--- config.mk ---
export PLATFORM = sky130hd
export DESIGN_NAME = data_deplexer_en
export DESIGN_NICKNAME = d
export VERILOG_FILES = /design/src/rtl/data_deplexer_en.sv
export SDC_FILE = /design/constraint.sdc
export NUM_CORES = 1
export LEC_CHECK = 0
export ABC_AREA = 1
export CORE_AREA = 2 2 76 78
export CTS_BUF_LIST = sky130_fd_sc_hd__clkbuf_8
export CTS_CLUSTER_SIZE = 20
export DETAILED_ROUTE_END_ITERATION = 6
export DIE_AREA = 0 0 78 80
export PLACE_DENSITY = 0.56
export SYNTH_ARGS = -nofsm -noshare
export SYNTH_HDL_FRONTEND = slang
export SYNTH_SLANG_ARGS = --single-unit
--- constraint.sdc ---
create_clock -name clk -period 1.6 [get_ports clk]
set_clock_uncertainty 0.15 [all_clocks]
set_input_delay 0.32 -clock clk [delete_from_list [all_inputs] [get_ports clk]]
set_output_delay 0.32 -clock clk [all_outputs]
set_load 0.03 [all_outputs]
--- src/rtl/data_deplexer_en.sv ---
// Receive-side demultiplexer for a scanned one-hot digit bus: filters each enable slot
// for stability, collects every channel into shadow registers and publishes whole frames only.
module data_deplexer_en #(
    parameter int INPUT_WIDTH = 4,
    parameter int SEL         = 2,
    parameter int CHANNELS    = 3,
    parameter int STABLE      = 1
) (
    input  logic                            clk,
    input  logic                            rst_n,
    input  logic [INPUT_WIDTH-1:0]          data_in,
    input  logic [2**SEL-1:0]               data_en,
    output logic [CHANNELS*INPUT_WIDTH-1:0] data_out,
    output logic                            frame_valid,
    output logic                            en_error,
    output logic [CHANNELS-1:0]             chan_seen
);

    localparam int EN_W  = 2**SEL;
    localparam int RUN_W = $clog2(STABLE + 1);
    localparam logic [RUN_W-1:0] RUN_MAX = RUN_W'(STABLE);
    localparam logic [RUN_W-1:0] RUN_ONE = RUN_W'(1);

    logic [INPUT_WIDTH-1:0]          data_q;
    logic [EN_W-1:0]                 en_q;
    logic [EN_W-1:0]                 en_prev;
    logic [RUN_W-1:0]                run;
    logic [INPUT_WIDTH-1:0]          shadow [CHANNELS];

    logic                            same;
    logic [RUN_W-1:0]                run_cur;
    logic                            accept;
    logic                            onehot;
    logic                            in_range;
    logic                            sel_valid;
    logic                            sel_error;
    logic [CHANNELS-1:0]             seen_next;
    logic                            complete;
    logic [CHANNELS*INPUT_WIDTH-1:0] merged;

    // NOTE: all registered state uses non-blocking assignments so every flop samples
    // the pre-edge values, independent of block ordering.
    always_ff @(posedge clk or negedge rst_n) begin
        if (!rst_n) begin
            data_q  <= '0;
            en_q    <= '0;
            en_prev <= '0;
            run     <= '0;
        end else begin
            data_q  <= data_in;
            en_q    <= data_en;
            en_prev <= en_q;
            run     <= run_cur;
        end
    end

    // NOTE: every signal driven here gets a value on every path, so no latch is inferred.
    always_comb begin
        same    = (en_q == en_prev);
        run_cur = RUN_ONE;
        if (same)
            run_cur = (run == RUN_MAX) ? RUN_MAX : run + RUN_ONE;
        // A saturated run that is still unchanged was already accepted earlier.
        accept    = (run_cur == RUN_MAX) && !(same && (run == RUN_MAX));
        onehot    = (en_q != '0) && ((en_q & (en_q - EN_W'(1))) == '0);
        in_range  = ((en_q >> CHANNELS) == '0);
        sel_valid = accept && onehot && in_range;
        sel_error = accept && (en_q != '0) && !(onehot && in_range);
        seen_next = chan_seen | en_q[CHANNELS-1:0];
        complete  = sel_valid && (&seen_next);
        merged    = '0;
        for (int i = 0; i < CHANNELS; i++)
            merged[i*INPUT_WIDTH +: INPUT_WIDTH] = en_q[i] ? data_q : shadow[i];
    end

    // NOTE: the shadow array is reset explicitly so a frame aborted by reset can never
    // leak stale digits into the next published frame.
    always_ff @(posedge clk or negedge rst_n) begin
        if (!rst_n) begin
            for (int i = 0; i < CHANNELS; i++)
                shadow[i] <= '0;
            data_out    <= '0;
            chan_seen   <= '0;
            frame_valid <= 1'b0;
            en_error    <= 1'b0;
        end else begin
            frame_valid <= complete;
            en_error    <= sel_error;
            if (sel_valid) begin
                for (int i = 0; i < CHANNELS; i++)
                    if (en_q[i])
                        shadow[i] <= data_q;
            end
            if (complete) begin
                data_out  <= merged;
                chan_seen <= '0;
            end else if (sel_valid) begin
                chan_seen <= seen_next;
            end else if (sel_error) begin
                chan_seen <= '0;
            end
        end
    end

endmodule

==> results by group, run 1 <==
Cells and area
  – Most frequent cells in the layout: nand2_1, dfrtp_1, dlygate4sd2_1
  – Layout cell share with drive strength beyond 1: 18.1%
  – ANT cells: 0
  – P&R area growth vs syn: 26.5%
  – Commonest non-fill, non-tap cell in the layout: nand2_1
  – # nets final: 258

Synthesis
  – Synth Instances: 210
  – Synthesized Nets: 220
  – Register area share after synthesis: 55.9%
  – Syn Area/Cell: 8.96 um^2
  – Yosys reg bits: 42
  – Synth Cell Area: 1880 um^2
  – Area leader, netlist: dfrtp_1
  – Ys Warns: 0
  – Synth unique cells: 19
  – Post-synth top area share: 55.9%
  – Ranking of synthesized cells by area: dfrtp_1, nand2_1, nand4_1

Drt
  – Final ANT Viol Nets: 0
  – Routed WL: 3670 um
  – Residual DRC: 0
  – Via count: 1453
  – Wire per inst: 11.5 um
  – Initial DRC count: 78
  – Pre-Repair DR Iteration Count: 4
  – Vias/cell: 4.54

Worst setup path
  – Crit-path max FO: 3
  – Worst reg2reg startpoint: en_q[1]$_DFF_PN0_
  – Crit-path leading delay family: buffers and inverters
  – Crit-path cells: dlygate4sd2_1
  – CP Data Required Time: 1.13 ns
  – Crit path largest cell delay: 0.41 ns
  – Slowest-stage cell, CP: dlygate4sd2_1
  – WP buf/inv: 1
  – Worst setup SP type: flip-flop
  – RR Endpoint: data_out[6]$_DFFE_PN0P_
  – R2R depth: 6
  – Critical path class: flip-flop to output pin
  – Critical path arrival: 1.08 ns
  – Worst reg-to-reg setup slack: 0.07 ns
  – Worst Setup End Kind: output pin

Power
  – Total Power: 2.86 mW
  – Internal power: 1.98 mW
  – Gate power share: 24.1%
  – Clock power frac: 29.4%
  – Reg power frac: 46.5%
  – P per Cell Area: 1200 nW/um^2
  – Max VDD drop: 0.000450 V
  – P_sw: 884 uW
  – Net Sw Frac: 30.9%
  – Static leakage: 1.28 nW

Floorplan
  – Chip width: 78 um
  – Site Rows: 27
  – DIE AREA: 6240 um^2
  – Top Ports: 27
  – Core footprint: 5410 um^2
  – Die Height: 80 um
  – Initial Util: 34.8%

Global route
  – First-pass GRT wire length: 6470 um
  – Vias in the first global route: 1408
  – Met3 Use GR: 3.05%
  – GRT Util Overall: 13.2%
  – Gr busiest metal: met2
  – M2 GR Usage: 20.7%
  – GRT met1 Usage: 17.6%
  – Largest net degree at the start of global routing: 43
  – Antenna violations before repair: 0
  – Global route total overflow: 0

Timing
  – Setup ws final: 0.0535 ns
  – Fmax: 647 MHz
  – Setup violations, final: 0
  – Final period util: 96.7%
  – Final Slew Violations: 0
  – Final Hold Viols: 0
  – Tmin final: 1.55 ns

Hold path
  – Hold Path Origin: en_q[3]$_DFF_PN0_
  – Worst Hold Class: flip-flop to flip-flop
  – Hold path depth: 0
  – Hold Path End: en_prev[3]$_DFF_PN0_

Run status
  – Status: finished clean

Clocking
  – H-tree depth: 2
  – Num Clock Sinks: 42
  – CTS tree: done
  – Worst-path clk slew: 0.07 ns
  – Clock Latency Late Sink: 0.29 ns
  – Max Root-Sink Buffers: 2
  – Root buf cell: clkbuf_8
  – TritonCTS Buffers: 5

Place
  – Routability congestion estimate: 0.811
  – DP HPWL: 2660 um
  – Number of port buffers: 26
  – Setup Slack @ Placement: -0.0102 ns

Job
  – Maxcap violations: 0
## state kept, by name, indices dropped and copies added, names as in the netlist
register,count
frame_valid,1
en_prev,4
run,1
chan_seen,3
en_q,4
data_q,4
shadow,12
en_error,1
data_out,12
## routing by layer
metal / share of wire [%] / vias to the layer above
met2: 46 / 32
met3: 3.4 / 5
met4: 1.6 / 0
li1: - / 740
met5: 0 / -
met1: 49 / 676
## worst max-delay path by stage
stage / start / to / slack (ns) / cells after the start
final: chan_seen[2]$_DFFE_PN0P_ / chan_seen[2] / 0.05 / 1
after global routing: en_q[1]$_DFF_PN0_ / shadow[4]$_DFFE_PN0N_ / -0.008 / 8
after CTS: en_q[2]$_DFF_PN0_ / data_out[8]$_DFFE_PN0P_ / 0.01 / 7
after detailed placement: en_q[0]$_DFF_PN0_ / data_out[5]$_DFFE_PN0P_ / -0.01 / 8
after global placement: en_q[0]$_DFF_PN0_ / data_out[7]$_DFFE_PN0P_ / 0.02 / 8
after floorplan: chan_seen[0]$_DFFE_PN0P_ / data_out[10]$_DFFE_PN0P_ / 0.11 / 7
## cell families (layout without fill, tap and decap cells)
| group | Yosys count | in the layout | share of synthesized area, % |
|---|---|---|---|
| compound gates | 1 | 1 | 0.466 |
| xor+xnor | 1 | 1 | 0.466 |
| buf+inv | 21 | 59 | 8.31 |
| flops | 42 | 42 | 55.9 |
| other cells | 1 | 1 | 0.199 |
| simple gates | 144 | 144 | 34.7 |
## power by group through the flow
stage | logic, mW | registers (mW) | clock network (mW)
after global placement | 0.746 | 1.36 | 0
after global routing | 0.768 | 1.36 | 0.926
after CTS | 0.687 | 1.34 | 0.876
after floorplan | 0.271 | 1.53 | 0
final | 0.690 | 1.33 | 0.842
after detailed placement | 0.752 | 1.36 | 0
## cell type report
| cell class | count | area, um^2 |
|---|---|---|
| flip-flops and latches | 42 | 1050 |
| fillers | 548 | 3020 |
| multi-input cells | 147 | 697 |
| inverters | 9 | 38.8 |
| repair buffers | 43 | 388 |
| clock buffers | 6 | 82.6 |
| clock inverters | 1 | 30.0 |
| well taps | 72 | 90.1 |
## cell usage after synthesis, drive strengths merged
cell type	n
xnor2	1
dfrtp	42
nand3	14
nor2	9
buf	12
inv	9
conb	1
nand4	15
nand2	104
or2	2
o21ai	1
## repair_timing
action / 4_1_cts / 5_1_grt
pin swaps: 0 / 1
setup endpoints to repair: 29 / 25
hold buffers: 1 / 0
gates resized for setup: 19 / 9
hold endpoints to repair: 42 / 0
buffers inserted: 0 / 1
## stage by stage
step | setup TNS (ns) | instance area (um^2) | hold WS [ns] | instances | utilization [%]
global placement | 0 | 2230 | 0.160 | 311 | 41.3
detailed placement | -0.0194 | 2230 | 0.164 | 311 | 41.3
finish | 0 | 2380 | 0.263 | 320 | 44.1
global route | -0.00795 | 2380 | 0.275 | 320 | 44.1
CTS | 0 | 2340 | 0.267 | 319 | 43.3
floorplan | 0 | 1880 | -0.126 | 210 | -
No activity file was read; power rests on OpenSTA's default activity.
==> run 2: changes to the inputs <==
--- a/config.mk
+++ b/config.mk
@@ -11,7 +11,7 @@
 export CTS_CLUSTER_SIZE = 20
 export DETAILED_ROUTE_END_ITERATION = 6
 export DIE_AREA = 0 0 78 80
-export PLACE_DENSITY = 0.56
+export PLACE_DENSITY = 0.54
 export SYNTH_ARGS = -nofsm -noshare
 export SYNTH_HDL_FRONTEND = slang
 export SYNTH_SLANG_ARGS = --single-unit
==> constraint.sdc (replaced) <==
create_clock -name clk -period 1.95 [get_ports clk]
set_clock_uncertainty 0.15 [all_clocks]
set_input_delay 0.39 -clock clk [delete_from_list [all_inputs] [get_ports clk]]
set_output_delay 0.39 -clock clk [all_outputs]
set_load 0.03 [all_outputs]
==> results by group, run 2 (same netlist as run 1, synthesis figures left out) <==
Timing
  – Final Hold Viols: 0 (unchanged)
  – Final Slew Violations: 0 (unchanged)
  – RSZ-0062 raised after global routing: false
  – Setup violations, final: 0 (unchanged)
  – Final period util: 96.7%
  – Fmax: 530 MHz
  – Tmin final: 1.89 ns
  – Total negative slack: 0 ns (unchanged)

Worst setup path
  – Crit-path leading delay family: buffers and inverters
  – Slowest-stage cell, CP: clkdlybuf4s50_1
  – Critical path class: flip-flop to output pin
  – CP Data Required Time: 1.41 ns (+0.28 ns)
  – WP buf/inv: 1 (unchanged)
  – Crit-path cells: clkdlybuf4s50_1
  – RR Endpoint: data_out[1]$_DFFE_PN0P_
  – Worst setup SP type: flip-flop
  – Crit path largest cell delay: 0.68 ns (+0.27 ns)
  – Critical path arrival: 1.35 ns (+0.27 ns)
  – Worst Setup End Kind: output pin
  – R2R depth: 7 (+1)
  – Crit-path max FO: 3 (unchanged)
  – Worst reg-to-reg setup slack: 0.23 ns (+0.16 ns)
  – Worst reg2reg startpoint: en_q[2]$_DFF_PN0_

Drt
  – Routed WL: 3850 um (+4.8%)
  – Wire per inst: 12.3 um (+7.5%)
  – Final ANT Viol Nets: 0 (unchanged)
  – Residual DRC: 0 (unchanged)
  – Via count: 1404 (-3.4%)
  – Initial DRC count: 66 (-15%)
  – Vias/cell: 4.50 (-0.89%)
  – Pre-Repair DR Iteration Count: 4 (unchanged)

Hold path
  – Hold Path End: en_prev[3]$_DFF_PN0_
  – Worst Hold Class: flip-flop to flip-flop
  – Hold Path Origin: en_q[3]$_DFF_PN0_
  – Hold path depth: 0 (unchanged)

Cells and area
  – P&R area growth vs syn: 22.1%
  – Fill count: 576 (+5.1%)
  – # nets final: 249 (-3.5%)
  – Finished Layout Cells: 312 (-2.5%)
  – Core Util, Final: 42.5% (-1.5 points)
  – Layout cell share with drive strength beyond 1: 14.2% (-4.0 points)
  – Post-layout instance area: 2300 um^2 (-3.5%)
  – Register area: 1050 um^2 (-0.12%)
  – ANT cells: 0 (unchanged)
  – Most frequent cells in the layout: nand2_1, dfrtp_1, clkdlybuf4s50_1
  – Multi-input logic area: 677 um^2 (-2.9%)
  – Commonest non-fill, non-tap cell in the layout: nand2_1
  – Top flop regs: data_out (12), shadow (12)

Floorplan
  – Chip width: 78 um (unchanged)
  – Initial Util: 34.8% (unchanged)
  – Die Height: 80 um (unchanged)
  – DIE AREA: 6240 um^2 (unchanged)
  – Core footprint: 5410 um^2 (unchanged)
  – Site Rows: 27 (unchanged)
  – Top Ports: 27 (unchanged)

Place
  – Placed inst area: 2170 um^2 (-2.7%)
  – Number of port buffers: 26 (unchanged)
  – DP HPWL: 2780 um (+4.6%)
  – Routability congestion estimate: 0.860 (+6.1%)
  – Dpl cells: 303 (-2.6%)

Clocking
  – H-tree depth: 2 (unchanged)
  – Max Root-Sink Buffers: 2 (unchanged)
  – Clock Latency Late Sink: 0.29 ns (about the same)
  – Num Clock Sinks: 42 (unchanged)
  – Worst-path clk slew: 0.08 ns (about the same)
  – CTS tree: done
  – TritonCTS Buffers: 5 (unchanged)
  – Root buf cell: clkbuf_8
  – Post-CTS Setup Inserts: 0 (unchanged)

Global route
  – Global route total overflow: 0 (unchanged)
  – Antenna violations before repair: 0 (unchanged)
  – First-pass GRT wire length: 6690 um (+3.4%)
  – Largest net degree at the start of global routing: 24 (-44%)
  – Vias in the first global route: 1368 (-2.8%)
  – GRT Util Overall: 14.1% (+0.83 points)

Power
  – P per Cell Area: 1030 nW/um^2 (-14%)
  – Max VDD drop: 0.000340 V (-25%)
  – Total Power: 2.38 mW (-17%)
  – Static leakage: 1.17 nW (-8.1%)

Run status
  – Status: finished clean

Job
  – Maxcap violations: 0 (unchanged)
run 2: cell types whose count changed in the layout (fill, tap and decap cells not counted), sizes merged:
cell / before / now
clkdlybuf4s50: 8 / 25
buf: 17 / 8
clkinv: 0 / 2
clkbuf: 6 / 5
dlygate4sd2: 17 / 0
run 2: cell type report:
class,count,share of cell area (%)
Clock buffer,5,2.99
Sequential cell,42,45.8
Tap cell,72,3.92
Timing Repair Buffer,34,14.4
Clock inverter,3,1.74
Multi-Input combinational cell,147,29.5
Inverter,9,1.69
run 2: power breakdown:
group	internal, mW	switching (mW)	total, mW
sequential	1.01	0.0885	1.10
clock	0.377	0.300	0.676
combinational	0.241	0.358	0.599
run 2: metrics by stage:
stage,hold slack (ns),worst slack [ns]
3_5_place_dp,0.218,0.113
3_3_place_gp,0.211,0.156
4_1_cts,0.281,0.0479
2_1_floorplan,-0.0556,0.457
6_report,0.275,0.0645
5_1_grt,0.309,0.00717
run 2: what timing repair did:
item | in CTS | in global routing
endpoints found under the hold margin | 19 | 0
endpoints found under the setup margin | 0 | 24
resized for setup | 0 | 3
hold buffers | 1 | 0
run 2: how the worst max path moves through the flow:
stage | depth (start not counted) | startpoint | endpoint | slack [ns]
floorplan | 7 | chan_seen[0]$_DFFE_PN0P_ | data_out[10]$_DFFE_PN0P_ | 0.46
global placement | 7 | en_q[1]$_DFF_PN0_ | shadow[6]$_DFFE_PN0N_ | 0.16
detailed placement | 7 | en_q[1]$_DFF_PN0_ | shadow[0]$_DFFE_PN0N_ | 0.11
CTS | 1 | chan_seen[2]$_DFFE_PN0P_ | chan_seen[2] | 0.05
global route | 1 | chan_seen[1]$_DFFE_PN0P_ | chan_seen[1] | 0.007
finish | 1 | chan_seen[0]$_DFFE_PN0P_ | chan_seen[0] | 0.06
run 2: routing by layer:
metal | global-route usage, % | up-vias | part of all wire, %
met4 | 6.84 | 0 | 1.8
met5 | 0 | - | 0
met2 | 21.9 | 36 | 45
met3 | 2.60 | 5 | 4.8
li1 | - | 714 | -
met1 | 18.9 | 649 | 48
==> run 3: changes to the inputs <==
--- a/config.mk
+++ b/config.mk
@@ -7,7 +7,7 @@
 export LEC_CHECK = 0
 export ABC_AREA = 1
 export CORE_AREA = 2 2 76 78
-export CTS_BUF_LIST = sky130_fd_sc_hd__clkbuf_8
+export CTS_BUF_LIST = sky130_fd_sc_hd__clkbuf_4 sky130_fd_sc_hd__clkbuf_8
 export CTS_CLUSTER_SIZE = 20
 export DETAILED_ROUTE_END_ITERATION = 6
 export DIE_AREA = 0 0 78 80
==> results of run 3 <==
Final layout, timing and power as in run 2 (identical DEF).
